===== src/rtl/snn_pkg.sv =====
// Shared packet layout, type codes and controller state for the SNN input memory.
// The optional end-of-timestep marker is selected in the top with SNN_MEM_TS_MARKER_EN.
package snn_pkg;

    localparam logic [2:0] DST_BCAST_X = 3'h7;
    localparam logic [4:0] DST_BCAST_Y = 5'h1F;
    localparam int         PKT_IDX_W   = 5;
    localparam int         PKT_DATA_W  = 17;

    typedef enum logic [1:0] {
        PKT_FILTER   = 2'b00,
        PKT_IFMAP_LO = 2'b01,
        PKT_IFMAP_HI = 2'b10,
        PKT_TS_END   = 2'b11
    } pkt_type_e;

    // Field order matches the wire layout MSB first: dst_x, dst_y, type, idx, data.
    typedef struct packed {
        logic [2:0]            dst_x;
        logic [4:0]            dst_y;
        pkt_type_e             ptype;
        logic [PKT_IDX_W-1:0]  idx;
        logic [PKT_DATA_W-1:0] data;
    } pkt_t;

    typedef enum logic {
        SRC_LOAD   = 1'b0,
        SRC_STREAM = 1'b1
    } src_state_e;

    function automatic pkt_t make_pkt(input logic [2:0] dst_x, input logic [4:0] dst_y,
                                      input pkt_type_e ptype, input logic [PKT_IDX_W-1:0] idx,
                                      input logic [PKT_DATA_W-1:0] data);
        pkt_t p;
        p.dst_x = dst_x;
        p.dst_y = dst_y;
        p.ptype = ptype;
        p.idx   = idx;
        p.data  = data;
        return p;
    endfunction

endpackage


===== src/rtl/snn_pkt_src.sv =====
// Generic LOAD/STREAM controller: counts N in-range writes, then walks packet indices
// 0..NPKT-1 under valid/ready before returning to LOAD.
module snn_pkt_src
    import snn_pkg::*;
#(
    parameter int N    = 25,
    parameter int NPKT = 25,
    parameter int CW   = $clog2(N + 1),
    parameter int IW   = $clog2(NPKT + 1)
) (
    input  logic          clk,
    input  logic          rst,
    input  logic          i_wr_valid,
    input  logic          i_wr_in_range,
    output logic          o_wr_ready,
    output logic          o_wr_store,
    input  logic          i_pkt_ready,
    output logic          o_pkt_valid,
    output logic [IW-1:0] o_idx
);

    src_state_e    r_state;
    src_state_e    w_state_next;
    logic [CW-1:0] r_cnt;
    logic [IW-1:0] r_idx;
    logic          w_cnt_last;
    logic          w_idx_last;

    assign w_cnt_last = (r_cnt == CW'(N - 1));
    assign w_idx_last = (r_idx == IW'(NPKT - 1));
    assign o_idx      = r_idx;

    always_ff @(posedge clk or posedge rst) begin
        if (rst) begin
            r_state <= SRC_LOAD;
        end else begin
            r_state <= w_state_next;
        end
    end

    always_comb begin
        w_state_next = r_state;
        case (r_state)
            SRC_LOAD:   if (o_wr_store && w_cnt_last) w_state_next = SRC_STREAM;
            SRC_STREAM: if (i_pkt_ready && w_idx_last) w_state_next = SRC_LOAD;
            default:    w_state_next = SRC_LOAD;
        endcase
    end

    // Valid is a decode of the state register, so it drops as soon as rst resets the state.
    always_comb begin
        o_wr_ready  = (r_state == SRC_LOAD);
        o_pkt_valid = (r_state == SRC_STREAM);
        o_wr_store  = o_wr_ready & i_wr_valid & i_wr_in_range;
    end

    always_ff @(posedge clk or posedge rst) begin
        if (rst) begin
            r_cnt <= '0;
            r_idx <= '0;
        end else if (r_state == SRC_LOAD) begin
            r_idx <= '0;
            if (o_wr_store) r_cnt <= w_cnt_last ? '0 : r_cnt + 1'b1;
        end else if (i_pkt_ready) begin
            r_idx <= w_idx_last ? '0 : r_idx + 1'b1;
        end
    end

endmodule


===== src/rtl/snn_input_mem.sv =====
// Filter and ifmap source memories streamed as NoC packets into the top-left router.
// Define SNN_MEM_TS_MARKER_EN to append an end-of-timestep packet after each ifmap stream.
module snn_input_mem
    import snn_pkg::*;
#(
    parameter int DEPTH_F   = 5,
    parameter int DEPTH_I   = 25,
    parameter int WIDTH_W   = 8,
    parameter int WIDTH_PKT = 32
) (
    input  logic                                 clk,
    input  logic                                 rst,
    input  logic                                 f_wr_valid,
    output logic                                 f_wr_ready,
    input  logic [$clog2(DEPTH_F*DEPTH_F)-1:0]   f_wr_addr,
    input  logic [WIDTH_W-1:0]                   f_wr_data,
    input  logic                                 i_wr_valid,
    output logic                                 i_wr_ready,
    input  logic [$clog2(DEPTH_I*DEPTH_I)-1:0]   i_wr_addr,
    input  logic                                 i_wr_data,
    output logic                                 f_pkt_valid,
    input  logic                                 f_pkt_ready,
    output logic [WIDTH_PKT-1:0]                 f_pkt,
    output logic                                 i_pkt_valid,
    input  logic                                 i_pkt_ready,
    output logic [WIDTH_PKT-1:0]                 i_pkt
);

    localparam int F_N  = DEPTH_F * DEPTH_F;
    localparam int I_N  = DEPTH_I * DEPTH_I;
    localparam int F_AW = $clog2(F_N);
    localparam int I_AW = $clog2(I_N);
`ifdef SNN_MEM_TS_MARKER_EN
    localparam int I_NPKT = 2 * DEPTH_I + 1;
`else
    localparam int I_NPKT = 2 * DEPTH_I;
`endif
    localparam int F_IW = $clog2(F_N + 1);
    localparam int I_IW = $clog2(I_NPKT + 1);

    logic [F_N-1:0][WIDTH_W-1:0] r_fmem;
    logic [I_N-1:0]              r_imem;
    logic [4:0]                  r_ts;

    logic            w_f_in_range, w_f_store;
    logic            w_i_in_range, w_i_store;
    logic [F_IW-1:0] w_f_idx, w_f_row;
    logic [I_IW-1:0] w_i_idx;
    logic [I_IW-2:0] w_i_row_k;
    logic [I_AW-1:0] w_row_base;
    logic [DEPTH_I-1:0] w_row;
    logic            w_i_done;
    pkt_t            w_f_pkt, w_i_pkt;

    assign w_f_in_range = (f_wr_addr < F_AW'(F_N));
    assign w_i_in_range = (i_wr_addr < I_AW'(I_N));

    snn_pkt_src #(.N(F_N), .NPKT(F_N)) u_f_src (
        .clk(clk), .rst(rst),
        .i_wr_valid(f_wr_valid), .i_wr_in_range(w_f_in_range),
        .o_wr_ready(f_wr_ready), .o_wr_store(w_f_store),
        .i_pkt_ready(f_pkt_ready), .o_pkt_valid(f_pkt_valid), .o_idx(w_f_idx)
    );

    snn_pkt_src #(.N(I_N), .NPKT(I_NPKT)) u_i_src (
        .clk(clk), .rst(rst),
        .i_wr_valid(i_wr_valid), .i_wr_in_range(w_i_in_range),
        .o_wr_ready(i_wr_ready), .o_wr_store(w_i_store),
        .i_pkt_ready(i_pkt_ready), .o_pkt_valid(i_pkt_valid), .o_idx(w_i_idx)
    );

    always_ff @(posedge clk or posedge rst) begin
        if (rst) begin
            r_fmem <= '0;
            r_imem <= '0;
        end else begin
            if (w_f_store) r_fmem[f_wr_addr] <= f_wr_data;
            if (w_i_store) r_imem[i_wr_addr] <= i_wr_data;
        end
    end

    assign w_i_done = i_pkt_valid & i_pkt_ready & (w_i_idx == I_IW'(I_NPKT - 1));

    // Counts completed ifmap streams; 5 bits so it wraps at 32 timesteps.
    always_ff @(posedge clk or posedge rst) begin
        if (rst) begin
            r_ts <= '0;
        end else if (w_i_done) begin
            r_ts <= r_ts + 1'b1;
        end
    end

    assign w_f_row = w_f_idx / F_IW'(DEPTH_F);
    assign w_f_pkt = make_pkt(3'(w_f_row), DST_BCAST_Y, PKT_FILTER, 5'(w_f_idx),
                              PKT_DATA_W'(r_fmem[w_f_idx]));

    // Two packets per ifmap row: even index carries row[12:0], odd index row[24:13].
    assign w_i_row_k  = w_i_idx[I_IW-1:1];
    assign w_row_base = I_AW'(w_i_row_k) * I_AW'(DEPTH_I);
    assign w_row      = r_imem[w_row_base +: DEPTH_I];

    always_comb begin
        w_i_pkt = make_pkt(DST_BCAST_X, DST_BCAST_Y, PKT_IFMAP_LO, 5'(w_i_row_k),
                           {4'b0, w_row[12:0]});
        if (w_i_idx == I_IW'(2 * DEPTH_I)) begin
            w_i_pkt = make_pkt(DST_BCAST_X, DST_BCAST_Y, PKT_TS_END, r_ts, '0);
        end else if (w_i_idx[0]) begin
            w_i_pkt = make_pkt(DST_BCAST_X, DST_BCAST_Y, PKT_IFMAP_HI, 5'(w_i_row_k),
                               {5'b0, w_row[24:13]});
        end
    end

    assign f_pkt = w_f_pkt;
    assign i_pkt = w_i_pkt;

endmodule


===== config.mk =====
export PLATFORM = sky130hd
export DESIGN_NAME = snn_input_mem
export DESIGN_NICKNAME = d
export VERILOG_FILES = /design/src/rtl/snn_pkg.sv /design/src/rtl/snn_pkt_src.sv /design/src/rtl/snn_input_mem.sv
export SDC_FILE = /design/constraint.sdc
export NUM_CORES = 2
export LEC_CHECK = 0
export BUFFER_PORTS_ARGS = -buffer_cell sky130_fd_sc_hd__buf_2
export CAP_MARGIN = 40
export CORE_MARGIN = 2
export CORE_UTILIZATION = 45
export CTS_BUF_LIST = sky130_fd_sc_hd__clkbuf_4 sky130_fd_sc_hd__clkbuf_8
export CTS_CLUSTER_DIAMETER = 30
export DETAILED_ROUTE_END_ITERATION = 10
export GPL_ROUTABILITY_DRIVEN = 1
export PLACE_DENSITY = 0.64
export SLEW_MARGIN = 30
export SYNTH_ARGS = -nofsm -noshare
export SYNTH_HDL_FRONTEND = slang
export SYNTH_SLANG_ARGS = --single-unit

===== constraint.sdc =====
create_clock -name clk -period 30.2 [get_ports clk]
set_input_delay 3.02 -clock clk [delete_from_list [all_inputs] [get_ports clk]]
set_output_delay 3.02 -clock clk [all_outputs]
set_load 0.005 [all_outputs]

**Word level (Yosys, flattened, before mapping)**

Cells that the tools add are included.

- Register bits: 858
- Bits in latches: 0
- Bits in writable memories: 0
- ROM bits: 0
- Input bits: 30
- Output and inout port bits: 68
- Word-level logic and storage cells: 95
- Memories kept: 0

- Add/subtract/negate cells: 5
- Multiply operators: 1
- Div/mod/pow operators: 1
- Order comparisons: 7
- Eq/ne operators: 7
- Shifts and indexed selects: 1
- Multiplexer cells: 24
- Bitwise gates (word level): 8
- Reductions and logical operators: 8

Operators with widths:

| cell | count |
|---|---|
| $bwmux W625 | 1 |
| $shiftx A625 B11 Y25 | 1 |
| $bwmux W200 | 1 |
| $mux W24 | 2 |
| $bmux W8 S5 | 1 |
| $demux W8 S5 | 1 |
| $mux W5 | 4 |
| $mux W6 | 3 |
| $mux W8 | 2 |
| $add A5 B1 Y5 const B | 3 |
| $eq A6 B6 Y1 const B | 2 |
| $lt A5 B6 Y1 const B | 2 |
| $lt A10 B11 Y1 const B | 1 |
| $add A10 B1 Y10 const B | 1 |
| $demux W1 S10 | 1 |
| $eq A10 B10 Y1 const B | 1 |
| $eq A5 B5 Y1 const B | 2 |
| $ge A10 B1 Y1 const B | 1 |
| $lt A10 B10 Y1 const B | 1 |
| $mul A5 B5 Y10 const B | 1 |
| $mux W10 | 1 |
| $add A6 B1 Y6 const B | 1 |
| $and A1 B1 Y1 | 6 |
| $logic_and A1 B1 Y1 | 6 |
| other kinds (8) | 16 |

**Logic depth before layout (Yosys ltp)**

- Depth in word-level cells: 6
- Mapped depth: 10
- Gate-level depth less buffers: 7

**By module**

From an unflattened synthesis, not the netlist that was laid out.

- Cell total of the unflattened synthesis: 4140
- Area, all modules: 42874.9 um^2

Modules (own cells, without submodules):

| module | instances | cells an instance | area each (um^2) | sequential area each (um^2) |
|---|---|---|---|---|
| snn_input_mem | 1 | 3982 | 41349.7 | 20769.9 |
| snn_pkt_src at u_i_src | 1 | 92 | 904.6 | 425.4 |
| snn_pkt_src at u_f_src | 1 | 66 | 620.6 | 275.3 |

**Worst setup path after synthesis**

OpenSTA, ideal clock, no wires.

- Path kind: register to output
- From: register u_f_src.r_idx[1] (netlist: u_f_src.o_idx[1])
- To: output port f_pkt[0]
- Arrival time: 2.153 ns
- Required time: 27.180 ns
- Path slack: 25.027 ns
- Stages on the path, launching flop included: 6
- Buffers on the path: 2
- Cell sequence: dfrtp_1 > clkbuf_1 > clkbuf_1 > mux4_2 > mux4_2 > mux2_2

- Word-level cells in the longest chain between the ends: 2

RTL lines:

| item | RTL line | RTL |
|---|---|---|
| start, declared | snn_pkt_src.sv:25 | `logic [IW-1:0] r_idx;` |
| start signal, assigned | snn_pkt_src.sv:65 | `r_idx <= w_idx_last ? '0 : r_idx + 1'b1;` |
| $bmux W8 S5 | snn_input_mem.sv:95 | `PKT_DATA_W'(r_fmem[w_f_idx]));` |
| $mux W8 (implied by the code) | snn_input_mem.sv:95 |  |
| end, declared | snn_input_mem.sv:23 | `output logic [WIDTH_PKT-1:0] f_pkt,` |

No other way between the ends. The select of a mux whose other input is x is not followed.

**Worst setup path in the final report**

- From: register u_i_src.r_idx[1] (netlist: u_i_src.o_idx[1])
- To: output port i_pkt[9]

- Word-level cells in the longest chain between the ends: 4
- Elaborated cells on any way between the ends: 5
- Classes of those cells: mul (1); eq/ne (1); shift (1); mux (2)

RTL lines:

| item | RTL line | RTL |
|---|---|---|
| start, declared | snn_pkt_src.sv:25 |  |
| start signal, assigned | snn_pkt_src.sv:65 |  |
| $mul A5 B5 Y10 | snn_input_mem.sv:99 | `assign w_row_base = I_AW'(w_i_row_k) * I_AW'(DEPTH_I);` |
| $shiftx A625 B11 Y25 | snn_input_mem.sv:100 | `assign w_row = r_imem[w_row_base +: DEPTH_I];` |
| $mux W24 | snn_input_mem.sv:107 | `end else if (w_i_idx[0]) begin` |
| $mux W24 * | snn_input_mem.sv:105 | `if (w_i_idx == I_IW'(2 * DEPTH_I)) begin` |
| end, declared | snn_input_mem.sv:26 | `output logic [WIDTH_PKT-1:0] i_pkt` |

Every way passes the cells marked *; elsewhere a longest branch is shown, timed or not.

==> results.py <==
metrics = {
    "critical_path": {
        "cp_max_fo": 92,
        "cp_data_required_time_ns": 27.18,
        "critPathMaxStageDelay_ns": 0.77,
        "path_class": "reg2out",
        "crit_slowest_cell": "a2111oi_1",
        "critPathCaptureType": "output port",
        "worstPathCellList": "buf_12 -> buf_4 -> ha_1 -> a31oi_2 -> o211a_1 -> a2111oi_1 -> a21oi_1 -> buf_2",
        "regToRegSetupSlack_ns": 26.93,
        "cp.arrival_ns": 5.01,
        "reg2regPathDepth": 7,
        "critPathLaunchType": "register",
    },
    "timing": {
        "slew_violations": 0,
        "tightest_slew_ns": 1.314,
        "finalSetupTns_ns": 0,
        "slew_headroom_pct": 12.42,
        "setup_violations": 0,
        "period_minus_slack_ns": 8.033,
        "grt_setup_unrepaired": "false",
        "finalHoldViolations": 0,
        "fmaxAchievable_mhz": 124.5,
        "timing.final.crit_share_pct": 26.60,
        "finalClockSkew_ns": 0.05940,
    },
    "place": {
        "numPortBuffers": 69,
        "dp_hpwl_um": 79540,
        "placed_cells": 4594,
        "gp_congestion": 0.9176,
    },
    "clock_tree": {
        "insertion_delay_ns": 0.87,
        "path_clk_slew_ns": 0.06,
        "post_cts_buffers": 0,
        "clock-root-buffer": "clkbuf_8",
        "clk_path_buf_depth": 3,
        "numCtsBuffers": 199,
        "cts.sinks": 858,
        "cts_hold_buf": 0,
        "cts_resized": 0,
        "cts_tree": "yes",
        "htreeDepth": 4,
    },
    "route": {
        "drt-wirelength-per-cell_um": 25.96,
        "firstDrtPassIters": 6,
        "drt_iter0_drc": 2789,
        "drtAntennaViolNets": 0,
        "num_vias": 29245,
        "drc": 0,
        "routed_wl_um": 129400,
        "via_per_inst": 5.865,
    },
    "synthesis": {
        "synth_edf_count": 0,
        "syn_avg_cell_area_um2": 12.43,
        "netlist_area_um2": 43040,
        "async_flop_share_pct": 100.0,
        "synth_warnings": 0,
        "yosys_register_bits": 858,
        "ys_types": 68,
        "syn_inst": 3462,
        "ys_dominant_reg_cell": "dfrtp_1",
        "synth-seq-area-share_pct": 49.89,
    },
    "floorplanning": {
        "row_count": 113,
        "fp.coreArea_um2": 94870,
        "die_h_um": 313.3,
        "die-area_um2": 98140,
        "start_util_pct": 45.37,
        "ios": 98,
        "die_w_um": 313.3,
    },
    "hold_path": {
        "min_path_cells": 1,
        "hold_path.class": "reg2reg",
    },
    "grt": {
        "grt_max_degree": 239,
        "grt_pass1_vias": 29694,
        "antenna_found_initial": 6,
        "overflow": 0,
        "grt-busiest-layer": "met2",
        "use_met1_pct": 35.12,
        "use_met2_pct": 40.99,
        "grt_pass1_wl_um": 194900,
        "track_usage_pct": 26.48,
        "met3_usage_pct": 6.583,
    },
    "finish": {
        "final_cell_mix": "852 x dfrtp_1, 751 x mux2_2, 466 x nor2_1",
        "nets": 3583,
        "drive_gt1_share_pct": 41.39,
        "n_fill_cell": 7997,
        "layout_commonest_cell": "dfrtp_1",
        "area_growth_pct": 15.89,
        "instances_no_fill": 4986,
    },
    "power_and_ir_drop": {
        "power_density_nw_per_um2": 63.09,
        "ir_drop_v": 0.00004157,
        "p_leak_nw": 22.46,
    },
    "run": {
        "maxCapViolCount": 0,
    },
    "outcome": {
        "status": "complete, no violations",
    },
}
==> kinds of logic after synthesis <==
family / after synthesis / synth area share, %
muxes: 1096 / 32.75
xor gates and xnor gates: 11 / 0.2238
and+or+nand+nor: 923 / 9.428
other: 2 / 0.01745
DFF: 858 / 49.89
adders and majority gates: 11 / 0.3198
buffers and inverters: 343 / 3.968
AOI/OAI and AO/OA: 218 / 3.413
==> power by group <==
group	internal [mW]	total (mW)	switching (mW)
combinational	0.150	0.306	0.156
sequential	1.22	1.28	0.0532
clock	0.965	1.56	0.600
==> per-stage QoR <==
| step | util (%) | hold WS [ns] | area [um^2] | power (mW) | worst slack [ns] |
|---|---|---|---|---|---|
| after floorplan | - | 0.4421 | 43140 | 1.509 | 3.070 |
| after global placement | 46.49 | 0.4618 | 44100 | 1.589 | 22.94 |
| after detailed placement | 47.27 | 0.4698 | 44840 | 1.602 | 23.27 |
| after CTS | 52.30 | 0.4781 | 49620 | 3.167 | 22.31 |
| after global routing | 52.56 | 0.4957 | 49870 | 3.268 | 22.03 |
| final | 52.58 | 0.4793 | 49880 | 3.147 | 22.17 |
==> worst paths after layout <==
kind	start	end
max	u_i_src.o_idx[1]	i_pkt[9]
min	r_ts[4]	r_ts[4]
max reg2reg	u_i_src.o_pkt_valid	r_imem[604]
min reg2reg	r_ts[4]	r_ts[4]
max in group asynchronous	rst	u_i_src.o_idx[1]
min in group asynchronous	rst	r_imem[153]
==> sequential cells by signal, indices dropped and copies added, names as in the netlist <==
name / cells
u_i_src.r_cnt: 10
u_i_src.o_idx: 6
r_imem: 625
u_f_src.r_cnt: 5
u_i_src.o_pkt_valid: 1
u_f_src.o_pkt_valid: 1
r_ts: 5
r_fmem: 200
u_f_src.o_idx: 5
==> routing by layer <==
metal  up-vias  share of wire [%]
li1      12467                  -
met1     15266                 41
met2      1187                 46
met3       323                7.8
met4         2                4.6
met5         -              0.010
==> synthesized netlist by cell type, types with 15 or more instances <==
cell type	n	share of area [%]
clkbuf_1	194	1.7
a21oi_1	47	0.55
nor2_1	480	4.2
buf_4	45	0.78
nor2b_1	22	0.32
mux2i_1	94	2.2
buf_6	23	0.60
o21ai_0	53	0.62
mux4_2	166	8.7
mux2_2	751	20
dfrtp_1	858	50
buf_2	50	0.58
a221oi_1	24	0.49
inv_1	15	0.13
a22oi_1	36	0.63
nand2_1	266	2.3
nand3_1	20	0.23
nor3_1	37	0.43
nand2b_1	27	0.39
mux2_1	85	2.2
buf_1	15	0.13
==> worst max-delay path: cells and delay by family (launching register included) <==
family,cells,cell delay (ns)
DFF,1,0.61
AOI/OAI and AO/OA,4,1.53
buffers and inverters,3,1.38
adders and majority gates,1,0.35
==> layout make-up <==
| type | count | area, um^2 | share of cell area [%] |
|---|---|---|---|
| Antenna cell | 10 | 25.02 | 0.05017 |
| Tap cell | 1265 | 1583 | 3.173 |
| Clock buffer | 266 | 3498 | 7.014 |
| Sequential cell | 858 | 21490 | 43.07 |
| Inverter | 15 | 63.81 | 0.1279 |
| Multi-Input combinational cell | 2287 | 20110 | 40.31 |
| Timing Repair Buffer | 181 | 1834 | 3.677 |
| Clock inverter | 104 | 1282 | 2.571 |
(Power assumes the default switching activity.)
